## src/rtl/pulse_stretcher.sv

```systemverilog
// Stretches single-cycle triggers into a level pulse of programmable width,
// with optional holdoff, retrigger, dropped-trigger flag and accepted count.
module pulse_stretcher #(
  parameter int CW = 32,
  parameter int NW = 16
) (
  input  logic          clk_i,
  input  logic          rstn_i,
  input  logic          trig_i,
  input  logic [CW-1:0] width_i,
  input  logic [CW-1:0] holdoff_i,
  input  logic          retrigger_i,
  output logic          out_o,
  output logic          busy_o,
  output logic          missed_o,
  output logic [NW-1:0] trig_cnt_o
);

  typedef enum logic [1:0] {IDLE, HIGH, HOLDOFF} state_t;

  localparam logic [CW-1:0] C_ONE = CW'(1);
  localparam logic [NW-1:0] N_ONE = NW'(1);

  state_t        state;
  logic [CW-1:0] cnt;
  logic          retrig_q;

  wire width_ok = (width_i != '0);

  // out_o/busy_o are written alongside every state change so they stay
  // exact registered decodes of the state.
  always_ff @(posedge clk_i or negedge rstn_i) begin
    if (!rstn_i) begin
      state      <= IDLE;
      cnt        <= '0;
      retrig_q   <= 1'b0;
      out_o      <= 1'b0;
      busy_o     <= 1'b0;
      missed_o   <= 1'b0;
      trig_cnt_o <= '0;
    end else begin
      missed_o <= 1'b0;
      case (state)
        IDLE: begin
          if (trig_i && width_ok) begin
            state      <= HIGH;
            out_o      <= 1'b1;
            busy_o     <= 1'b1;
            cnt        <= width_i - C_ONE;
            retrig_q   <= retrigger_i;
            trig_cnt_o <= trig_cnt_o + N_ONE;
          end
        end
        HIGH: begin
          if (trig_i && retrig_q && width_ok) begin
            cnt        <= width_i - C_ONE;
            retrig_q   <= retrigger_i;
            trig_cnt_o <= trig_cnt_o + N_ONE;
          end else begin
            missed_o <= trig_i;
            if (cnt != '0) begin
              cnt <= cnt - C_ONE;
            end else if (holdoff_i == '0) begin
              state  <= IDLE;
              out_o  <= 1'b0;
              busy_o <= 1'b0;
            end else begin
              state <= HOLDOFF;
              out_o <= 1'b0;
              cnt   <= holdoff_i - C_ONE;
            end
          end
        end
        HOLDOFF: begin
          missed_o <= trig_i;
          if (cnt == '0) begin
            state  <= IDLE;
            busy_o <= 1'b0;
          end else begin
            cnt <= cnt - C_ONE;
          end
        end
        default: begin
          state  <= IDLE;
          out_o  <= 1'b0;
          busy_o <= 1'b0;
        end
      endcase
    end
  end

endmodule

```

## config.mk

```make
export PLATFORM = sky130hd
export DESIGN_NAME = pulse_stretcher
export DESIGN_NICKNAME = d
export VERILOG_FILES = /design/src/rtl/pulse_stretcher.sv
export SDC_FILE = /design/constraint.sdc
export NUM_CORES = 1
export LEC_CHECK = 0
export ABC_AREA = 0
export CORE_AREA = 2 2 128 80
export CTS_CLUSTER_DIAMETER = 60
export DETAILED_ROUTE_END_ITERATION = 16
export DIE_AREA = 0 0 130 82
export PLACE_DENSITY = 0.85
export SLEW_MARGIN = 20
export SYNTH_ARGS = -nofsm -noshare
export SYNTH_HDL_FRONTEND = slang
export SYNTH_SLANG_ARGS = --single-unit
```

## constraint.sdc

```tcl
create_clock -name clk_i -period 6.3 [get_ports clk_i]
set_input_delay 1.26 -clock clk_i [delete_from_list [all_inputs] [get_ports clk_i]]
set_output_delay 1.26 -clock clk_i [all_outputs]
set_load 0.05 [all_outputs]
```

==> results.md <==
* Status: completed
* CP max FO at 32
* Hold WS at 0.4803 ns
* Worst-case clock buffer depth at 2
* Setup slack, reg-to-reg at 2.59 ns
* Total iterations of the first detailed-routing run at 5
* Max-cap viol count at 0
* Antenna Cells at 0
* Core ar. at 9564 sq um
* Hold-fix buffers at CTS at 0
* Crit path from: holdoff_i[4]
* WHS Path Cells at 1
* Post-route core utilization at 60.02%
* Dpl ws at 1.388 ns
* Hold EP: trig_cnt_o[15]
* CP delay by family, top: simple AND/OR/NAND/NOR gates
* Clk pin slew, worst setup/hold paths at 0.07 ns
* Area share of the largest cell type after synthesis at 29.09%
* Synthesized cell area at 4644 sq um
* Total GRT Usage at 27.37%
* Share of cells above drive strength 1 at 5.785%
* Setup TNS at 0 ns
* Sequential fraction of the synthesis area at 29.09%
* Via Count at 4642
* RSZ-0062 raised after global routing: no
* Seq cells post-synth at 54
* Worst Setup End Kind: flip-flop
* Hold crit path type: reg2reg
* Initial antenna violation count at 0
* Final ANT Viol Nets at 0
* Clk_lat worst skew at 0.30 ns
* Netlist cell types at 55
* First-pass GRT wire length at 22420 um
* Final setup fails at 0
* Worst Path Class, Setup: in2reg
* Main area contributors after synthesis: dfrtp_1, xnor2_1, xor2_1
* Sink Count at 54
* Async SR Flop Fraction at 100.0%
* PD cells at 260.6 nW/um^2
* Hold Fails Final Rpt at 0
* Critical-path cell list: clkdlybuf4s50_1 > nor4_1 > nand4_1 > nor4_4 > a21o_4 > nor2_2 > a221o_1
* Drt wl/cell at 19.57 um
* I/O Buffers at 86
* Most frequent cells after synthesis: xnor2_1, dfrtp_1, nor2_1
* First DRT Iteration DRCs at 562
* GRT overflow at 0
* H-Tree Level Count at 2
* Buffers & Inverters on Critical Path at 1
* Fmax at 0.2146 GHz
* Number of global-route vias before repair at 4365
* DIE AREA at 10660 sq um
* Worst EP arrival at 4.84 ns
* CTS buffer count at 5
* Synth warn at 0
* Synth Flop Type: dfrtp_1
* Nets at 681
* Worst EP required at 6.48 ns
* Slew Limit Fails at 0
* R2R depth at 9
* Leading area contributor after synthesis: dfrtp_1
* Number of flops mapped to enable cells by yosys at 0
* CTS tree: done
* CP Launch Type: primary input
* Worst Tran Pin Value at 1.145 ns
* Std cell rows at 28
* Syn Area/Cell at 8.714 sq um
* Clock Skew at 0.008418 ns
* Syn nets at 610
* Initial cell density of the core at 48.56%
* Largest net degree at the start of global routing at 55
* Most common cell in the netlist: xnor2_1
* Post-synthesis cell count at 533
* Max IR drop VDD at 0.0001330 V
* Drc violations at 0
* Root Buffer: clkbuf_16
* Hold path startpoint: trig_cnt_o[15]
* Min Tclk post-route at 4.660 ns
* Layout area overhead at 23.60%
* Setup ws final at 1.640 ns
* IO Pins at 87
* DP Wirelength at 10660 um
* Slowest-stage cell, CP: nand4_1
* Worst R2R Start: cnt[0]
* Post-cts resize count at 0
* Final worst-path cycle share at 73.97%
* Die Wd at 130 um
* Height of the die at 82 um
* Setup bufs post-CTS at 0
* Final wirelength at 14480 um
* RD Place Congestion at 0.9686
* R2r endpoint: cnt[19]
* Lkg Pwr at 2.131 nW
* Via/cell ratio at 6.273
* CP peak stage delay at 0.69 ns
* Rel. slew slack at 23.57%
[report_power, final]
part / total [mW] / leakage (nW) / switching [mW] / internal (mW)
clock: 0.368 / 0.0971 / 0.129 / 0.239
sequential: 0.616 / 0.669 / 0.156 / 0.461
combinational: 0.512 / 1.36 / 0.224 / 0.288
[cell families (layout without fill, tap and decap cells)]
| group | count (synthesis) | count (layout) | synth area share, % |
|---|---|---|---|
| simple gates | 238 | 238 | 28.99 |
| compound gates | 98 | 98 | 16.76 |
| xor+xnor | 94 | 94 | 17.73 |
| flops | 54 | 54 | 29.09 |
| buf+inv | 36 | 108 | 4.041 |
| fa+ha+maj | 9 | 9 | 2.425 |
| mux | 4 | 4 | 0.9698 |
[registers in the layout, summed over array words and instances (netlist names)]
register,flops
missed_o,1
trig_cnt_o,16
out_o,1
cnt,32
busy_o,1
retrig_q,1
state,2
[cell type report]
cell class / instances / area (sq um)
Clock buffer: 6 / 138.9
Clock inverter: 2 / 60.06
Fill cell: 817 / 3824
Inverter: 13 / 48.80
Multi-Input combinational cell: 443 / 3109
Sequential cell: 54 / 1351
Tap cell: 135 / 168.9
Timing Repair Buffer: 87 / 863.3
[cell usage in the layout, fill, tap and decap left out, drive strengths merged, types with 4 or more instances in the layout]
cell type / count
nand2b: 6
nor3: 30
o22ai: 25
o31ai: 4
nor4: 27
or4: 17
nand3: 11
nor2: 43
or3: 10
o21ai: 16
clkdlybuf4s50: 85
a22o: 6
clkbuf: 6
nor2b: 4
mux2: 4
xor2: 32
nor3b: 7
inv: 13
xnor2: 62
and3: 27
ha: 9
a221o: 26
nand2: 36
nand4: 8
a21oi: 5
a22oi: 4
dfrtp: 54
[per-layer routing]
layer | routed length, um | GRT usage [%] | vias to the layer above
met3 | 1833 | 9.381 | 16
met5 | 0 | 0 | -
met4 | 136 | 5.269 | 0
met1 | 6349 | 38.79 | 2231
met2 | 6161 | 40.68 | 246
li1 | - | - | 2149
[worst max-delay path by stage]
stage | cells after the start | slack, ns | end
6_report | 7 | 1.64 | cnt[19]
4_1_cts | 7 | 1.69 | cnt[31]
2_1_floorplan | 8 | 2.46 | cnt[0]
5_1_grt | 7 | 1.40 | cnt[19]
3_5_place_dp | 7 | 1.39 | cnt[14]
3_3_place_gp | 8 | 1.52 | cnt[24]
[metrics by stage]
| step | instances | power (mW) | instance area (sq um) |
|---|---|---|---|
| 2_1_floorplan | 533 | 0.9408 | 4644 |
| 3_3_place_gp | 732 | 1.086 | 5542 |
| 3_5_place_dp | 732 | 1.114 | 5542 |
| 4_1_cts | 740 | 1.481 | 5741 |
| 5_1_grt | 740 | 1.569 | 5741 |
| 6_report | 740 | 1.496 | 5741 |
(Power assumes the default switching activity.)
